### src/rtl/if_prefetch.sv
// ============================================================================
// if_prefetch -- instruction fetch stage with a small prefetch queue.
//
// The PC walks sequentially through instruction memory (combinational read),
// pushing {pc, instr} pairs into a circular FIFO that decode drains through a
// valid/ready handshake. A redirect flushes the queue and reloads the PC.
//
// Optional feature macro: IF_MISALIGN_CHK_EN
//   defined   : a redirect to a non word-aligned address loads the PC as-is,
//               raises a sticky misalign_err and halts fetching until reset
//               or an aligned redirect.
//   undefined : the low two redirect address bits are forced to zero and
//               misalign_err is tied low.
// ============================================================================
module if_prefetch #(
    parameter int              XLEN     = 32,
    parameter int              DEPTH    = 4,
    parameter logic [XLEN-1:0] RESET_PC = '0
) (
    input  logic                       clk,
    input  logic                       reset,
    input  logic                       fetch_en,
    input  logic                       redirect,
    input  logic [XLEN-1:0]            redirect_addr,
    output logic [XLEN-1:0]            imem_addr,
    input  logic [XLEN-1:0]            imem_rdata,
    output logic                       id_valid,
    input  logic                       id_ready,
    output logic [XLEN-1:0]            id_instr,
    output logic [XLEN-1:0]            id_pc,
    output logic                       if_flush,
    output logic [$clog2(DEPTH):0]     q_count,
    output logic                       misalign_err
);

    localparam int              AW        = $clog2(DEPTH);
    localparam int              CW        = AW + 1;
    localparam logic [CW-1:0]   DEPTH_CNT = CW'(DEPTH);

    // Architectural fetch state
    logic [XLEN-1:0] pc_reg;
    logic [AW-1:0]   rd_ptr_reg;
    logic [AW-1:0]   wr_ptr_reg;
    logic [CW-1:0]   count_reg;

    // Queue storage; the head is read combinationally so a freshly pushed
    // entry is visible to decode one cycle after it was fetched.
    logic [XLEN-1:0] pc_mem    [DEPTH];
    logic [XLEN-1:0] instr_mem [DEPTH];

    logic            push;
    logic            pop;
    logic            halted;
    logic [XLEN-1:0] redirect_pc;

`ifdef IF_MISALIGN_CHK_EN
    logic halted_reg;

    // Sticky halt: set by a misaligned redirect, cleared by an aligned one
    always_ff @(posedge clk) begin
        if (reset) begin
            halted_reg <= 1'b0;
        end else if (redirect) begin
            halted_reg <= (redirect_addr[1:0] != 2'b00);
        end
    end

    assign halted       = halted_reg;
    assign misalign_err = halted_reg;
    assign redirect_pc  = redirect_addr;
`else
    assign halted       = 1'b0;
    assign misalign_err = 1'b0;
    assign redirect_pc  = redirect_addr & ~XLEN'(3);
`endif

    // Handshake decode: redirect suppresses both ends of the queue
    always_comb begin
        id_valid = (count_reg != '0) && !redirect;
        pop      = id_valid && id_ready;
        push     = fetch_en && !redirect && !halted &&
                   ((count_reg < DEPTH_CNT) || pop);
    end

    assign imem_addr = pc_reg;
    assign if_flush  = redirect;
    assign q_count   = count_reg;
    assign id_pc     = pc_mem[rd_ptr_reg];
    assign id_instr  = instr_mem[rd_ptr_reg];

    // Queue entry write at the tail on every push
    always_ff @(posedge clk) begin
        if (push && !reset) begin
            pc_mem[wr_ptr_reg]    <= pc_reg;
            instr_mem[wr_ptr_reg] <= imem_rdata;
        end
    end

    // PC, pointers and occupancy: reset beats redirect beats push/pop
    always_ff @(posedge clk) begin
        if (reset) begin
            pc_reg     <= RESET_PC;
            rd_ptr_reg <= '0;
            wr_ptr_reg <= '0;
            count_reg  <= '0;
        end else if (redirect) begin
            pc_reg     <= redirect_pc;
            rd_ptr_reg <= '0;
            wr_ptr_reg <= '0;
            count_reg  <= '0;
        end else begin
            if (push) begin
                pc_reg     <= pc_reg + XLEN'(4);
                wr_ptr_reg <= wr_ptr_reg + AW'(1);
            end
            if (pop) begin
                rd_ptr_reg <= rd_ptr_reg + AW'(1);
            end
            case ({push, pop})
                2'b10:   count_reg <= count_reg + CW'(1);
                2'b01:   count_reg <= count_reg - CW'(1);
                default: count_reg <= count_reg;
            endcase
        end
    end

endmodule

### config.mk
export PLATFORM = sky130hd
export DESIGN_NAME = if_prefetch
export DESIGN_NICKNAME = d
export VERILOG_FILES = /design/src/rtl/if_prefetch.sv
export SDC_FILE = /design/constraint.sdc
export NUM_CORES = 1
export LEC_CHECK = 0
export BUFFER_PORTS_ARGS = -buffer_cell sky130_fd_sc_hd__buf_4
export CAP_MARGIN = 10
export CORE_MARGIN = 4
export CORE_UTILIZATION = 45
export DETAILED_ROUTE_END_ITERATION = 6
export HOLD_SLACK_MARGIN = 0.03
export PLACE_DENSITY = 0.76
export SLEW_MARGIN = 0
export SYNTH_ARGS = -nofsm -noshare
export SYNTH_HDL_FRONTEND = slang
export SYNTH_SLANG_ARGS = --single-unit
### constraint.sdc
create_clock -name clk -period 3.3 [get_ports clk]
set_clock_uncertainty 0.15 [all_clocks]
set_input_delay 0.33 -clock clk [delete_from_list [all_inputs] [get_ports clk]]
set_output_delay 0.33 -clock clk [all_outputs]
set_load 0.03 [all_outputs]
## Word level (Yosys, flattened, before mapping)

Memory sizes are Yosys's and may differ from the RTL's. A register that Yosys moved wholly into a read port is not among the register bits.
Index checks and enable logic that the tools add are counted.
Widths: inputs -> output; s select.

| storage, ports and cells | value |
|---|---|
| bits in writable memories | 256 |
| input bits | 69 |
| bits in registers | 39 |
| memories | 2 |

Memories:

| name | words | width | read ports | clocked after memory_dff | wr ports | line | RTL |
|---|---|---|---|---|---|---|---|
| instr_mem | 4 | 32 | 1 | 1 | 1 | 49 | `logic [XLEN-1:0] instr_mem [DEPTH];` |
| pc_mem | 4 | 32 | 1 | 1 | 1 | 48 | `logic [XLEN-1:0] pc_mem [DEPTH];` |

| operators by class | value |
|---|---|
| reduce and logical (&&, ||, !) cells | 12 |
| order comparisons | 1 |
| equality and inequality tests | 2 |
| add/subtract/negate cells | 5 |
| multiplexer cells | 9 |

Operators by type and width:

| cell | number |
|---|---|
| $mux 32 | 2 |
| $add 32x3->32 const B | 1 |
| $mux 2 | 4 |
| $pmux 3 s2 | 1 |
| $logic_and 1x1->1 | 5 |
| $add 2x1->2 const B | 2 |
| $reduce_bool 2->1 | 2 |
| $add 3x1->3 const B | 1 |
| $lt 3x3->1 const B | 1 |
| $reduce_bool 3->1 | 1 |
| $sub 3x1->3 const B | 1 |
| $eq 2x1->1 const B | 1 |
| $eq 2x2->1 const B | 1 |
| $logic_not 1->1 | 2 |
| $mux 1 | 2 |
| $reduce_or 2->1 | 1 |
| $logic_or 1x1->1 | 1 |

## Depth between registers and ports, before layout

Gate-level depths: netlist of the first run.

| logic depth | value |
|---|---|
| depth after elaboration | 8 |
| gate-level depth with buffers | 9 |

## Least setup slack after synthesis of the first run

No wires, ideal clock.

| path | value |
|---|---|
| kind | in2reg |
| start point | input port redirect |
| end point | memory instr_mem[0][0] (enable) |
| path slack | 0.239 ns |
| stages on the path | 4 |
| data arrival time | 2.485 ns |
| data required time | 2.723 ns |
| library setup time | 0.427 ns |
| cell sequence | or2_2 clkbuf_1 nor2_1 and2_1 |

| between the ends | value |
|---|---|
| word-level cells in the longest chain between the ends | 8 |

RTL lines:

| what | line | RTL |
|---|---|---|
| from (decl) | 23 | `input logic redirect,` |
| $logic_not 1->1 * | 79, 81 |  |
| $logic_and 1x1->1 | 79 | `id_valid = (count_reg != '0) && !redirect;` |
| $logic_and 1x1->1 | 80 | `pop = id_valid && id_ready;` |
| $logic_or 1x1->1 | 82 | `((count_reg < DEPTH_CNT) \|\| pop);` |
| $logic_and 1x1->1 * | 81 | `push = fetch_en && !redirect && !halted &&` |
| $logic_and 1x1->1 * | 93 | `if (push && !reset) begin` |
| $mux 1 * | 93 |  |
| $mux 1 (not written as such) * | 95 | `instr_mem[wr_ptr_reg] <= imem_rdata;` |
| to (decl) | 49 |  |

Every way passes the cells marked *; elsewhere a longest branch is shown, timed or not.

==> key figures, run 1 <==
Status
  • Status: completed

Setup path
  • Critical path data arrival time: 2.35 ns
  • Crit path cell chain: buf_4 > mux4_2 > buf_4
  • CP peak stage delay: 0.67 ns
  • Crit path max fanout: 22
  • Worst r2r dst: imem_addr[8]
  • Crit path buf inv count: 2
  • Crit-path slowest cell: dfxtp_4
  • Top cell by count, worst path: buf_4
  • Critical Path RT: 2.82 ns
  • Worst setup EP type: output pin
  • Cell class contributing the biggest share of worst-path delay: flip-flops
  • Worst R2R Start: imem_addr[4]
  • Reg-to-reg slack, setup: 0.58 ns
  • Reg2reg path depth: 6
  • Crit Path Class: flip-flop to output pin
  • Crit start category: flip-flop

Hold path
  • Hold endpoint: imem_addr[2]
  • WHS Path Cells: 2
  • Hold Startpoint: reset
  • Hold WC Path Type: input pin to flip-flop

Floorplanning
  • Placeable Area: 0.02425 mm2
  • Die height: roughly 160 um
  • Total die area: about 0.027 mm2
  • I/O pins: between 150 and 200
  • FP Rows: between 50 and 60
  • Die width: roughly 160 um
  • Initial Util: between 40% and 50%

Clock tree
  • Worst-path clk slew: roughly 0.060 ns
  • CTS buffer count: 28
  • CTS tree: done
  • CTS Root Cell: clkbuf_16
  • H-tree levels: 1
  • CTS resizes: 0
  • Clk_lat worst skew: 0.53 ns
  • Clock Tree Buf Depth: 3
  • Clk sink count: approximately 290
  • Post-CTS setup buffers: 0

Power and ir drop
  • Total power: slightly below 8 mW
  • Leakage: ~5 nW
  • Peak supply drop: ~0.00031 V
  • P per Cell Area: roughly 540 mW/mm2

Detailed routing
  • Antenna-violating nets left: 0
  • TritonRoute pass-1 iters: 5
  • DR vias: about 6200
  • Routed vias/inst: roughly 5.2
  • Iteration-0 DRC Markers: 488
  • # DRC: 0
  • DRT Wirelength: approximately 24 mm
  • Wirelength per Cell: a little over 20 um

Logic synthesis
  • Dominant cell type by area after synthesis: edfxtp_1
  • Area share of the largest cell type after synthesis: between 60% and 70%
  • Mapped Area: ~0.011 mm2
  • Top cells by area, synth: edfxtp_1 (67%), mux4_2 (13%), dfxtp_1 (7.1%)
  • Avg Cell Area, Syn: between 15 and 20 um2
  • Most frequent cell after synthesis: edfxtp_1
  • Register area share after synthesis: approximately three quarters
  • #FFs+latches synth: between 200 and 300
  • Post-synth ARST share: 0%
  • Cells after synthesis: 585
  • Prevailing post-synth register cell: edfxtp_1
  • Synth unique cells: 40
  • Syn. warnings: 0
  • Number of synthesized flops with an enable pin: 248
  • Top cells by count, synth: edfxtp_1 (248), mux4_2 (62), dfxtp_1 (39), nor2_1 (35), nand2_1 (28)

Global route
  • Vias in the first global route: approximately 6500
  • Global-route wire length before repair: ~37 mm
  • Initial antenna violation count: 1
  • Largest net degree at the start of global routing: 52
  • Grt total ovfl: 0
  • Gr usage total: between 10% and 20%

Finish
  • Post-Layout Cell Count: 1186
  • Layout cell share with drive strength beyond 1: between 30% and 40%
  • Nets: ~920
  • Synth-to-Final Area Change: 30.84%
  • Max reg flops: between 100 and 150
  • Fillers: about 1800
  • Post-route core utilization: between 50 and 60%
  • Largest register by flop count: instr_mem

Place
  • Cells after DPL: around 1100
  • GPL Wtd Cong: 0.7964
  • HPWL after detailed placement: between 10 and 15 mm
  • IO buf count: between 150 and 200

STA
  • Hold Vio Cnt, Final: 0
  • Least-Margin Pin Slew: between 0.7 and 0.8 ns
  • Final worst path period share: about 86%
  • Setup TNS: 0 ns
  • RSZ-0062 raised after global routing: no
  • Min Tclk post-route: 2.832 ns
  • Endpoints failing setup: 0
  • Rel. slew slack: about half
  • Slew Viols, Final: 0
  • F_max: 353.1 MHz

Run
  • Max Cap Viol: 0
## cells in the final DEF (no fill, tap or decap), types with 6 or more instances in the layout
cell,instances
inv_1,8
nand2_1,28
mux4_2,62
dlygate4sd3_1,70
buf_12,7
clkbuf_1,6
nand3_1,13
nor2_1,35
ha_1,6
xor2_1,24
dfxtp_1,37
buf_4,175
clkbuf_16,29
xnor2_1,8
edfxtp_1,248
clkinv_2,6
nand4_1,10
a211oi_1,19
a21oi_1,10
## layer usage
layer	up-vias	track usage, %	wire length [um]
li1	2838	-	-
met1	3130	24.03	9830
met2	222	30.62	12260
met3	24	4.143	1747
met4	0	3.403	277
met5	-	0	0
## where the power goes
group,switching (mW),internal (mW)
combinational,0.259,0.228
clock,1.27,1.99
sequential,0.0747,4.00
total,1.61,6.22
## stage by stage
stage          hold slack, ns  setup slack (ns)  cell area [um2]
2_1_floorplan          0.2789            0.2388            11060
3_3_place_gp           0.3415            0.7439            12790
3_5_place_dp           0.3533            0.7000            12790
4_1_cts               0.03686            0.3800            14450
5_1_grt               0.06658            0.2842            14450
6_report              0.06920            0.4680            14450
## repair_timing
item                       in CTS  in global routing
hold endpoints to repair      158                  0
setup endpoints to repair       0                  0
hold buffers                   70                  0
## cell type report
type / count / area, um2 / share of cell area, %
antenna: 1 / 2.502 / 0.01731
inverter: 9 / 33.78 / 0.2337
timing repair buffer: 252 / 2155 / 14.91
clock buffer: 35 / 748.2 / 5.177
clock inverter: 16 / 210.2 / 1.454
tap: 324 / 405.4 / 2.805
sequential: 287 / 8235 / 56.98
multi-input combinational: 262 / 2664 / 18.43
## worst register-to-register path, delay by kind of cell (launching register included)
kind / cells / cell delay (ns)
AND/OR/NAND/NOR: 3 / 0.99
AO/OA/AOI/OAI: 1 / 0.16
buffers and inverters: 1 / 0.56
flip-flops: 1 / 0.60
XOR/XNOR: 1 / 0.21
## worst max-delay path by stage
stage,slack [ns],endpoint,startpoint,cells past startpoint
3_3_place_gp,0.74,instr_mem[1][2],reset,5
6_report,0.47,id_instr[22],flip-flop,3
4_1_cts,0.38,id_instr[22],flip-flop,3
5_1_grt,0.28,id_instr[22],flip-flop,3
3_5_place_dp,0.70,instr_mem[1][2],reset,5
2_1_floorplan,0.24,instr_mem[0][0],redirect,4
## cell families (layout without fill, tap and decap cells)
| family | after synthesis | in the layout | synth area share (%) |
|---|---|---|---|
| AOI/OAI and AO/OA | 37 | 37 | 2.243 |
| adders and majority gates | 7 | 7 | 0.8608 |
| xor gates and xnor gates | 32 | 32 | 2.537 |
| and+or+nand+nor | 119 | 119 | 5.573 |
| muxes | 62 | 62 | 12.64 |
| DFF | 287 | 287 | 74.48 |
| buffers and inverters | 40 | 312 | 1.631 |
| other | 1 | 6 | 0.03395 |
Power figures use the tool's default switching activity.
==> run 2, diff against run 1 <==
--- a/config.mk
+++ b/config.mk
@@ -7,12 +7,13 @@
 export LEC_CHECK = 0
 export BUFFER_PORTS_ARGS = -buffer_cell sky130_fd_sc_hd__buf_4
 export CAP_MARGIN = 10
-export CORE_MARGIN = 4
+export CORE_MARGIN = 5
 export CORE_UTILIZATION = 45
 export DETAILED_ROUTE_END_ITERATION = 6
 export HOLD_SLACK_MARGIN = 0.03
+export MAX_ROUTING_LAYER = met4
 export PLACE_DENSITY = 0.76
-export SLEW_MARGIN = 0
+export SLEW_MARGIN = 25
 export SYNTH_ARGS = -nofsm -noshare
 export SYNTH_HDL_FRONTEND = slang
 export SYNTH_SLANG_ARGS = --single-unit
==> run 2 against run 1 <==
Net effect: wire length down 1.8%; via count down 1.0%; final cell count down 0.25%; sequential power about the same; fmax up 3.0%; utilization down 0.45 points; first-iteration DRC count down 25%; sequential share of layout area up 0.44 points; non-clock buffer count down 2; critical path depth unchanged; clock power down 7.0%; design area down 0.76%.
==> key figures, run 2 (synthesized netlist as in run 1, its figures left out) <==
Setup path
  • Crit start category: flip-flop
  • Crit path max fanout: 19 (-14%)
  • Crit Path Class: flip-flop to output pin
  • Top cell by count, worst path: buf_4
  • Crit path cell chain: buf_4 > mux4_2 > buf_4
  • Worst setup EP type: output pin
  • Crit path buf inv count: 2 (unchanged)
  • CP peak stage delay: 0.62 ns (-0.05 ns)
  • Crit-path slowest cell: dfxtp_4
  • Critical path data arrival time: 2.27 ns (-0.08 ns)
  • Cell class contributing the biggest share of worst-path delay: flip-flops
  • Critical Path RT: 2.82 ns (about the same)

Detailed routing
  • Routed vias/inst: 5.199 (-0.76%)
  • Iteration-0 DRC Markers: 364 (-25%)
  • Wirelength per Cell: 20.01 um (-1.6%)
  • DRT Wirelength: 23.67 mm (-1.8%)
  • DR vias: 6151 (-1.0%)
  • # DRC: 0 (unchanged)
  • TritonRoute pass-1 iters: 5 (unchanged)
  • Antenna-violating nets left: 0 (unchanged)

Global route
  • Largest net degree at the start of global routing: 52 (unchanged)
  • Initial antenna violation count: 0 (-1)
  • Gr usage total: 17.69% (-0.26 points)
  • Grt total ovfl: 0 (unchanged)
  • Global-route wire length before repair: 38.01 mm (+1.5%)
  • Vias in the first global route: 6568 (+1.7%)

Status
  • Status: completed

Clock tree
  • H-tree levels: 1 (unchanged)
  • CTS buffer count: 29 (+3.6%)
  • Worst-path clk slew: 0.06 ns (about the same)
  • CTS Root Cell: clkbuf_16
  • Clk sink count: 287 (unchanged)
  • Clk_lat worst skew: 0.53 ns (about the same)
  • CTS tree: done
  • Clock Tree Buf Depth: 3 (unchanged)

Power and ir drop
  • Leakage: 4.973 nW (-1.0%)
  • P per Cell Area: 530.1 mW/mm2 (-2.2%)
  • Peak supply drop: 0.0002921 V (-4.3%)

Finish
  • Synth-to-Final Area Change: 29.85%
  • Footprint of the multi-input gates: 0.002664 mm2 (unchanged)
  • Most common cell after layout, fill and taps aside: edfxtp_1
  • Nets: 915 (-0.11%)
  • Number of inserted diodes: 0 (-1)
  • Max reg flops: 128 (unchanged)
  • Post-Layout Cell Count: 1183 (-0.25%)
  • Post-route core utilization: 59.15% (-0.45 points)
  • Commonest non-fill, non-tap cells in the layout: edfxtp_1 (248), buf_4 (173), dlygate4sd3_1 (72)
  • Fillers: 1791 (-1.2%)
  • Largest register by flop count: instr_mem
  • Layout cell share with drive strength beyond 1: 33.88% (-0.85 points)
  • Register area: 0.008235 mm2 (unchanged)

STA
  • F_max: 363.6 MHz (+3.0%)
  • Setup TNS: 0 ns (unchanged)
  • Final worst path period share: 83.35% (-2.5 points)
  • RSZ-0062 raised after global routing: no
  • Min Tclk post-route: 2.751 ns (-0.08149 ns)
  • Endpoints failing setup: 0 (unchanged)
  • Setup WS post-layout: 0.5494 ns (+0.08149 ns)
  • Slew Viols, Final: 0 (unchanged)
  • Least-Margin Pin Slew: 0.8765 ns (+0.1422 ns)
  • Rel. slew slack: 41.12% (-9.6 points)
  • Hold Vio Cnt, Final: 0 (unchanged)

Floorplanning
  • Initial Util: 45.56% (unchanged)
  • Placeable Area: 0.02425 mm2 (unchanged)
  • Total die area: 0.02778 mm2 (+2.4%)
  • Die height: 166.7 um (+1.2%)
  • Die width: 166.7 um (+1.2%)
  • FP Rows: 57 (unchanged)
  • I/O pins: 171 (unchanged)

Place
  • Dpl ws: 0.7000 ns (+0.00004900 ns)
  • GPL Wtd Cong: 0.8037 (+0.92%)
  • IO buf count: 163 (unchanged)
  • HPWL after detailed placement: 14.60 mm (-2.1%)
  • Cells after DPL: 1060 (-0.38%)

Hold path
  • Hold WC Path Type: input pin to flip-flop

Run
  • Max Cap Viol: 0 (unchanged)
-- run 2: cell types whose count changed in the layout (fill, tap and decap cells not counted), sizes merged --
cell         change
clkinvlp         -1
dlygate4sd3      +2
inv              +2
clkinv           +2
buf              -4
diode            -1
bufinv           -3
-- run 2: per-stage QoR --
stage | hold WS [ns] | instance area [um2] | total power, mW
4_1_cts | 0.03026 | 14340 | 7.699
3_5_place_dp | 0.3606 | 12740 | 4.572
3_3_place_gp | 0.3356 | 12740 | 4.564
5_1_grt | 0.03670 | 14340 | 7.920
2_1_floorplan | 0.2789 | 11060 | 4.357
6_report | 0.05966 | 14340 | 7.603
-- run 2: path summary, 6_finish.rpt --
check | depth (start not counted) | start | to | slack [ns]
worst max-delay path | 3 | flip-flop | id_instr[27] | 0.55
worst min-delay path | 2 | reset | imem_addr[10] | 0.06
worst max register to register | 8 | q_count[2] | q_count[2] | 0.76
worst min register to register | 2 | wr_ptr_reg[1] | wr_ptr_reg[1] | 0.37
-- run 2: final cells by class --
| type | instances | area share, % |
|---|---|---|
| Clock buffer | 35 | 5.216 |
| Sequential cell | 287 | 57.41 |
| Inverter | 9 | 0.2355 |
| Clock inverter | 16 | 0.9595 |
| Timing Repair Buffer | 250 | 14.78 |
| Tap cell | 324 | 2.826 |
| Multi-Input combinational cell | 262 | 18.57 |
-- run 2: what timing repair did --
action | 4_1_cts | 5_1_grt
setup endpoints to repair | 0 | 0
resized for setup | 0 | 0
hold buffers | 72 | 0
hold endpoints to repair | 159 | 0
setup buffers | 0 | 0
-- run 2: power by group --
group          internal, mW  total, mW  switching, mW  leakage, nW
Combinational         0.228      0.487          0.259         1.93
Sequential             4.00       4.08         0.0743         2.61
Clock                  1.77       3.04           1.27        0.429
-- run 2: routing by layer --
metal  track usage, %  up-vias  part of all wire (%)
met5                -        -                     0
met1            24.03     3057                    43
met2            28.08      225                    49
met4            4.091        0                   1.7
li1                 -     2830                     -
met3            3.579       39                   6.6
